<file path="src/rtl/mmio_uart_tx.sv">
// rtl/mmio_uart_tx.sv - MMIO-mapped 8N1 UART transmitter with TX FIFO
// Optional feature macro: MMIO_UART_TX_IRQ_EN (adds irq output and CTRL.irq_en)
module mmio_uart_tx #(
  parameter logic [31:0] BASE_ADDR   = 32'h1000_0000,
  parameter int          FIFO_DEPTH  = 8,
  parameter logic [15:0] DEFAULT_DIV = 16'd867
) (
  input  logic        clk,
  input  logic        reset,
  input  logic [31:0] bus_addr,
  input  logic [31:0] bus_wr_data,
  output logic [31:0] bus_rd_data,
  input  logic        bus_cs,
  input  logic        bus_wr,
  input  logic        bus_rd,
  output logic        tx
`ifdef MMIO_UART_TX_IRQ_EN
  ,
  output logic        irq
`endif
);

  localparam int AW = (FIFO_DEPTH > 1) ? $clog2(FIFO_DEPTH) : 1;
  localparam int CW = AW + 1;

  typedef enum logic [1:0] {
    S_IDLE,
    S_START,
    S_DATA,
    S_STOP
  } state_t;

  // FIFO storage and bookkeeping
  logic [7:0]    mem_q [FIFO_DEPTH];
  logic [AW-1:0] wr_ptr_q, wr_ptr_d;
  logic [AW-1:0] rd_ptr_q, rd_ptr_d;
  logic [CW-1:0] count_q, count_d;

  // Registers
  logic          ovf_q, ovf_d;
  logic [15:0]   baud_div_q, baud_div_d;
`ifdef MMIO_UART_TX_IRQ_EN
  logic          irq_en_q, irq_en_d;
  logic          irq_q;
`endif

  // Transmitter
  state_t        state_q;
  logic [7:0]    shift_q;
  logic [2:0]    bit_cnt_q;
  logic [15:0]   timer_q;
  logic          tx_q;

  // Bus decode
  logic          sel;
  logic [1:0]    reg_idx;
  logic          wr_en;
  logic          wr_txdata, wr_status, wr_baud, wr_ctrl;

  // FIFO status
  logic          full, empty, push, pop, busy;
  logic [7:0]    head;

  // Read path
  logic [8:0]    count_ext;
  logic [31:0]   status_val;
  logic [31:0]   ctrl_val;
  logic [31:0]   rd_val;
  logic          unused_ok;

  assign sel       = bus_cs & (bus_addr[31:4] == BASE_ADDR[31:4]);
  assign reg_idx   = bus_addr[3:2];
  assign wr_en     = sel & bus_wr;
  assign wr_txdata = wr_en & (reg_idx == 2'd0);
  assign wr_status = wr_en & (reg_idx == 2'd1);
  assign wr_baud   = wr_en & (reg_idx == 2'd2);
  assign wr_ctrl   = wr_en & (reg_idx == 2'd3);

  // full is the pre-edge value, so a push into a full FIFO is dropped even if a pop happens on the same edge
  assign full  = (count_q == CW'(FIFO_DEPTH));
  assign empty = (count_q == '0);
  assign push  = wr_txdata & ~full;
  assign pop   = (state_q == S_IDLE) & ~empty;
  assign busy  = (state_q != S_IDLE);
  assign head  = mem_q[rd_ptr_q];

  // Next-state for FIFO pointers, count and the software-visible registers
  always_comb begin
    wr_ptr_d   = wr_ptr_q;
    rd_ptr_d   = rd_ptr_q;
    count_d    = count_q;
    ovf_d      = ovf_q;
    baud_div_d = baud_div_q;
`ifdef MMIO_UART_TX_IRQ_EN
    irq_en_d   = irq_en_q;
`endif

    if (push) begin
      wr_ptr_d = wr_ptr_q + AW'(1);
    end
    if (pop) begin
      rd_ptr_d = rd_ptr_q + AW'(1);
    end

    case ({push, pop})
      2'b10:   count_d = count_q + CW'(1);
      2'b01:   count_d = count_q - CW'(1);
      default: count_d = count_q;
    endcase

    // TXDATA and STATUS are different registers, so set and clear never collide
    if (wr_status && bus_wr_data[3]) begin
      ovf_d = 1'b0;
    end
    if (wr_txdata && full) begin
      ovf_d = 1'b1;
    end

    if (wr_baud) begin
      baud_div_d = bus_wr_data[15:0];
    end
`ifdef MMIO_UART_TX_IRQ_EN
    if (wr_ctrl) begin
      irq_en_d = bus_wr_data[0];
    end
`endif
  end

  // Register update for FIFO bookkeeping and configuration
  always_ff @(posedge clk) begin
    if (reset) begin
      wr_ptr_q   <= '0;
      rd_ptr_q   <= '0;
      count_q    <= '0;
      ovf_q      <= 1'b0;
      baud_div_q <= DEFAULT_DIV;
`ifdef MMIO_UART_TX_IRQ_EN
      irq_en_q   <= 1'b0;
`endif
    end else begin
      wr_ptr_q   <= wr_ptr_d;
      rd_ptr_q   <= rd_ptr_d;
      count_q    <= count_d;
      ovf_q      <= ovf_d;
      baud_div_q <= baud_div_d;
`ifdef MMIO_UART_TX_IRQ_EN
      irq_en_q   <= irq_en_d;
`endif
    end
  end

  // FIFO data array; contents are don't-care while the entry is not counted
  always_ff @(posedge clk) begin
    if (push) begin
      mem_q[wr_ptr_q] <= bus_wr_data[7:0];
    end
  end

  // Frame sequencer: tx is registered and always carries the bit of the state being entered
  always_ff @(posedge clk) begin
    if (reset) begin
      state_q   <= S_IDLE;
      shift_q   <= '0;
      bit_cnt_q <= '0;
      timer_q   <= '0;
      tx_q      <= 1'b1;
    end else begin
      case (state_q)
        S_IDLE: begin
          tx_q <= 1'b1;
          if (!empty) begin
            shift_q <= head;
            timer_q <= baud_div_q;
            tx_q    <= 1'b0;
            state_q <= S_START;
          end
        end
        S_START: begin
          if (timer_q == 16'd0) begin
            timer_q   <= baud_div_q;
            bit_cnt_q <= 3'd0;
            tx_q      <= shift_q[0];
            state_q   <= S_DATA;
          end else begin
            timer_q <= timer_q - 16'd1;
          end
        end
        S_DATA: begin
          if (timer_q == 16'd0) begin
            timer_q <= baud_div_q;
            shift_q <= {1'b0, shift_q[7:1]};
            if (bit_cnt_q == 3'd7) begin
              tx_q    <= 1'b1;
              state_q <= S_STOP;
            end else begin
              tx_q      <= shift_q[1];
              bit_cnt_q <= bit_cnt_q + 3'd1;
            end
          end else begin
            timer_q <= timer_q - 16'd1;
          end
        end
        S_STOP: begin
          tx_q <= 1'b1;
          if (timer_q == 16'd0) begin
            state_q <= S_IDLE;
          end else begin
            timer_q <= timer_q - 16'd1;
          end
        end
        default: begin
          tx_q    <= 1'b1;
          state_q <= S_IDLE;
        end
      endcase
    end
  end

`ifdef MMIO_UART_TX_IRQ_EN
  // Level interrupt: transmitter fully drained and idle
  always_ff @(posedge clk) begin
    if (reset) begin
      irq_q <= 1'b0;
    end else begin
      irq_q <= irq_en_q & empty & ~busy;
    end
  end

  assign irq      = irq_q;
  assign ctrl_val = {31'h0, irq_en_q};
`else
  assign ctrl_val = 32'h0;
`endif

  assign count_ext  = 9'(count_q);
  assign status_val = {16'h0, count_ext[7:0], 4'h0, ovf_q, busy, empty, full};

  // Combinational read mux; reads never change state
  always_comb begin
    rd_val = 32'h0;
    case (reg_idx)
      2'd0:    rd_val = 32'h0;
      2'd1:    rd_val = status_val;
      2'd2:    rd_val = {16'h0, baud_div_q};
      2'd3:    rd_val = ctrl_val;
      default: rd_val = 32'h0;
    endcase
    bus_rd_data = (sel & bus_rd) ? rd_val : 32'h0;
  end

  assign tx = tx_q;

  assign unused_ok = ^{bus_addr[1:0], bus_wr_data[31:16], count_ext[8]};

endmodule

</file>
<file path="config.mk">
export PLATFORM = sky130hd
export DESIGN_NAME = mmio_uart_tx
export DESIGN_NICKNAME = d
export VERILOG_FILES = /design/src/rtl/mmio_uart_tx.sv
export SDC_FILE = /design/constraint.sdc
export NUM_CORES = 1
export LEC_CHECK = 0
export ABC_AREA = 1
export CAP_MARGIN = 15
export CORE_MARGIN = 2
export CORE_UTILIZATION = 43
export DETAILED_ROUTE_END_ITERATION = 7
export GPL_TIMING_DRIVEN = 0
export HOLD_SLACK_MARGIN = 0.08
export PLACE_DENSITY_LB_ADDON = 0.1
export SYNTH_ARGS = -nofsm -noshare
export SYNTH_HDL_FRONTEND = slang
export SYNTH_SLANG_ARGS = --single-unit
export TNS_END_PERCENT = 1
</file>
<file path="constraint.sdc">
create_clock -name clk -period 2.4 [get_ports clk]
set_clock_uncertainty 0.15 [all_clocks]
set_input_delay 0.48 -clock clk [delete_from_list [all_inputs] [get_ports clk]]
set_output_delay 0.48 -clock clk [all_outputs]
set_load 0.1 [all_outputs]
</file>
# --- Word level (Yosys, flattened, before mapping) ---
# Memory sizes are Yosys's and may differ from the RTL's. A register that Yosys moved wholly into a read port is not among the register bits.
# Cells that the tools add are included.
word_totals:
  register_bits: 57
  latchBits: 0
  mem_bits_rw: 64
  romBits: 0
  out_inout_bits: 33
  wordCells: 94
  mem_count: 1
mem_list:
  columns: ["memory", "depth", "width", "rd", "rd_ports_with_merged_regs", "write_ports", "line", "rtl"]
  rows:
  - ["mem_q", 8, 8, 1, 1, 1, "34", "logic [7:0] mem_q [FIFO_DEPTH];"]
classes:
  addsub: 6
  n_mul: 0
  div_mod_pow: 0
  order_cmp: 0
  eq_ne: 18
  shifts: 0
  mux: 31
  bitwise: 10
  n_reduce_logical: 18
ops:
  columns: ["cell", "n"]
  rows:
  - ["case mux 32 bit (3 select lines)", 1]
  - ["two-way mux 16 bit", 3]
  - ["case mux 16 bit (3 select lines)", 1]
  - ["two-way mux 32 bit", 1]
  - ["equality test 28 x 25 -> 1 bit, second input constant", 1]
  - ["zero test 16 bit", 1]
  - ["two-way mux 8 bit", 2]
  - ["case mux 8 bit (2 select lines)", 1]
  - ["subtractor 16 x 1 -> 16 bit, second input constant", 1]
  - ["two-way mux 3 bit", 5]
  - ["inequality test 2 bit, second input constant", 7]
  - ["equality test 2 bit, second input constant", 5]
  - ["two-way mux 2 bit", 5]
  - ["nonzero test 2 bit", 5]
  - ["adder 3 x 1 -> 3 bit, second input constant", 3]
  - ["AND 1 bit", 8]
  - ["two-way mux 1 bit", 8]
  - ["case mux 2 bit (4 select lines)", 1]
  - ["case mux 4 bit (2 select lines)", 1]
  - ["equality test 2 x 1 -> 1 bit, second input constant", 3]
  - ["case mux 3 bit (2 select lines)", 1]
  - ["AND reduction 5 bit", 1]
  - ["adder 4 x 1 -> 4 bit, second input constant", 1]
  - ["equality test 4 bit, second input constant", 1]
  - ["11 further kinds", 16]

# --- Longest topological paths before layout ---
logic_depth:
  depth_word: 7
  ltp_mapped: 16
  ltp_nobuf: 16

# --- Worst setup path before layout ---
# OpenSTA, ideal clock, no wires.
synth_timing:
  path_type: "input to output"
  start: "input bus_addr[5]"
  end: "output bus_rd_data[10]"
  arrival_time_ns: 2.676
  required_time_ns: 1.770
  path_slack_ns: -0.906
  stages: 6
  path_buffers: 0
  path_cell_list: "or2_1 -> nor2_1 -> nand2_1 -> nor2_4 -> nand2_1 -> a21oi_1"
synth_between:
  elab_chain_cells: 4
synth_lines:
  columns: ["item", "line", "rtl"]
  rows:
  - ["from (decl)", "10", "input logic [31:0] bus_addr,"]
  - ["equality test 28 x 25 -> 1 bit", "71", "assign sel = bus_cs & (bus_addr[31:4] == BASE_ADDR[31:4]);"]
  - ["AND 1 bit", "71", null]
  - ["AND 1 bit", "248", "bus_rd_data = (sel & bus_rd) ? rd_val : 32'h0;"]
  - ["two-way mux 32 bit", "248", null]
  - ["to (decl)", "12", "output logic [31:0] bus_rd_data,"]
# No other way between the ends.

# --- Worst setup path after layout ---
layout_timing:
  start: "input bus_addr[5]"
  end: "output bus_rd_data[2]"
# Same word-level chain as after synthesis.

==> impl_metrics.tcl <==
set metrics [dict create \
    p_per_area_nw_per_um2 1040 \
    yosys_warnings 0 \
    critPathKind "primary input to output pin" \
    cp.arrival_ns 1.73 \
    ant_nets 0 \
    status "finished clean" \
    fin_nets 970 \
    yosysTopAreaCell "edfxtp_1" \
    p_int_w 0.00535 \
    crit_path_top_delay_cell "or2_1" \
    crit_required_ns 1.77 \
    multi_input_area_um2 2890 \
    netlist_area_um2 6170 \
    swShare_pct 38.5 \
    synthArstFlopShare_pct 0 \
    regArea_um2 3130 \
    maxSlewViolCount 0 \
    die_w_um 124 \
    clkSlewWorstSetupHoldPaths_ns 0.06 \
    max-vdd-ir-drop_uv 547 \
    area_growth_pct 35.9 \
    drc 0 \
    drtIter0Drc 591 \
    crit_start "bus_addr[5]" \
    die-area_um2 15300 \
    reg2reg_slack_ns 0.14 \
    period_share_pct 98.4 \
    rsz0062_at_grt "true" \
    h-tree-depth 4 \
    place_congestion 0.849 \
    end_kind "output pin" \
    insertedDiodeCount 0 \
    grt_pass1_wl_um 27600 \
    cp_max_fo 8 \
    hpwl_um 12100 \
    antenna_found_initial 0 \
    r2r-start "count_q[2]" \
    p_leak_nw 3.49 \
    max_slew_margin_pct 36.6 \
    ys_ff_latch 124 \
    pin_count 102 \
    place_area_um2 7340 \
    timing_worst_slew_pin_value_ns 0.955 \
    core_area_um2 13900 \
    num_vias 5571 \
    synth.avg_cell_area_um2 8.11 \
    critical-path-top-delay-family "simple AND/OR/NAND/NOR gates" \
    start_util_pct 44.3 \
    routed_wl_um 17400 \
    cts_num_sinks 124 \
    yosys-top-cells-area "edfxtp_1, dfxtp_1, nand2_1" \
    clockBufferDepth 2 \
    place_ws_ns -1.59 \
    syn_inst 761 \
    die_height_um 124 \
    synth_edf_count 64 \
    via_per_inst 5.15 \
    crit_chain "buf_6 -> or2_1 -> nor2_2 -> nand2_2 -> nor2_4 -> nand2_8 -> buf_6 -> a21oi_4 -> buf_12" \
    pwr-share-seq_pct 30.3 \
    cp_common_cell "buf_6" \
    first_pass_iters 5 \
    hp-start "shift_q[7]" \
    post_drt_wl_per_cell_um 16.1 \
    grt.overflow.total 0 \
    io_buffers 67 \
    first_global_vias 5511 \
    drv_cap 0 \
    ys_types 40 \
    hold_viol_final 0 \
    fin_ws_ns 0.0379 \
    core.rowCount 43 \
    period_minus_slack_ns 2.36 \
    synth_most_common_cell "nand2_1" \
    synth_seq_area_share_pct 50.6 \
    clockPowerShare_pct 29.8 \
    ys_top_cells_by_count "nand2_1, nor2_1, edfxtp_1" \
    cts_tree "built" \
    fillers 1220 \
    clk_latency_ns 0.42 \
    synth_flop_cell "edfxtp_1" \
    root_buffer "clkbuf_16" \
    cts_buffers 17 \
    drive_gt1_share_pct 23.3 \
    synth_top_area_share_pct 31.1 \
    setup-violations-final 0 \
    final_area_um2 8390 \
    pwr-share-comb_pct 39.9 \
    p_switching_w 0.00334 \
    max_stage_delay_ns 0.23 \
    cp_num_buf_inv 3 \
    fmax_ghz 0.423 \
    hold_class "register to register" \
    grtUsageTotal_pct 24.0 \
    cts_hold_buf 0 \
    grt_max_degree 17 \
    start_kind "primary input" \
]
==> flip-flops by register name, indices dropped and copies added (netlist names), named ones only <==
name	flops
tx	1
rd_ptr_q	3
baud_div_q	16
wr_ptr_q	3
state_q	2
timer_q	16
count_q	4
shift_q	8
ovf_q	1
mem_q	64
bit_cnt_q	3
==> repair_timing <==
action,CTS,global route
buffers inserted,12,4
endpoints found under the setup margin,72,67
cloned,1,1
hold endpoints to repair,0,0
gates resized for setup,255,52
pin swaps,36,41
==> logic make-up after synthesis <==
group / after synthesis / share of synthesized area, %
fa+ha+maj: 13 / 2.63
simple gates: 385 / 26.4
flops: 124 / 50.6
buf+inv: 106 / 8.37
xor+xnor: 11 / 1.56
other cells: 1 / 0.0607
compound gates: 121 / 10.3
==> worst paths after layout <==
check / endpoint / depth (start not counted)
worst max-delay path: bus_rd_data[2] / 9
worst min-delay path: shift_q[7] / 2
worst max register to register: count_q[3] / 11
worst min register to register: shift_q[7] / 2
==> stage by stage <==
stage | total power, W | hold slack, ns | setup TNS, ns | utilization, % | cells
6_report | 0.00869 | 0.315 | 0 | 60.2 | 1081
5_1_grt | 0.00926 | 0.340 | -0.383 | 60.2 | 1081
4_1_cts | 0.00857 | 0.313 | -0.211 | 59.6 | 1076
3_5_place_dp | 0.00585 | 0.305 | -65.95 | 52.7 | 1031
3_3_place_gp | 0.00577 | 0.297 | -93.11 | 52.3 | 1023
2_1_floorplan | 0.00501 | 0.283 | -6.96 | - | 776
==> worst reg2reg max path, cell delays in order (launching register included) <==
cell and delay [ns]:
dfxtp_1 0.42, inv_1 0.10, nand3_1 0.20, inv_2 0.10
nor2_4 0.21, ha_4 0.20, xor2_1 0.27, nand3_1 0.11
nand2_1 0.09, xor2_1 0.17, nand2_1 0.07, a21oi_1 0.11
==> cell type report <==
class / instances / area share [%]
clock buffer: 22 / 5.41
sequential: 124 / 37.3
buffer: 46 / 4.01
tap: 180 / 2.68
inverter: 60 / 2.76
timing repair buffer: 93 / 11.7
multi-input combinational: 546 / 34.5
clock inverter: 10 / 1.66
==> power groups by stage <==
stage / sequential (W) / clock, W / combinational [W]
after floorplan: 0.00267 / 0 / 0.00233
after global placement: 0.00266 / 0 / 0.00311
after detailed placement: 0.00267 / 0 / 0.00318
after CTS: 0.00262 / 0.00261 / 0.00333
after global routing: 0.00267 / 0.00272 / 0.00386
final: 0.00264 / 0.00259 / 0.00347
==> routing by layer <==
metal / global-route usage, % / routed length, um / vias to the layer above
met3: 6.46 / 1090 / 31
met2: 40.0 / 8320 / 190
li1: - / - / 2742
met1: 29.5 / 7550 / 2608
met4: 9.52 / 442 / 0
met5: 0 / 0 / -
==> cell usage in the layout (no fill, tap or decap), types with 3 or more instances in the layout <==
cell	n
edfxtp_1	64
a21oi_4	6
nor3_2	8
nand2_2	8
inv_2	6
nor2_1	108
o211ai_1	5
buf_12	17
clkbuf_1	16
clkdlybuf4s50_1	19
nor2_2	12
a21oi_1	42
nand2_1	159
bufinv_16	3
clkbuf_2	13
nor2_4	17
conb_1	16
o21ai_1	5
or2_2	3
clkbuf_16	19
inv_1	51
nand3_1	53
buf_6	19
nand4_1	8
dfxtp_1	56
o21ai_0	55
ha_1	10
buf_4	29
dfxtp_2	4
buf_2	22
clkinvlp_4	3
xor2_1	9
Power figures use the tool's default switching activity.
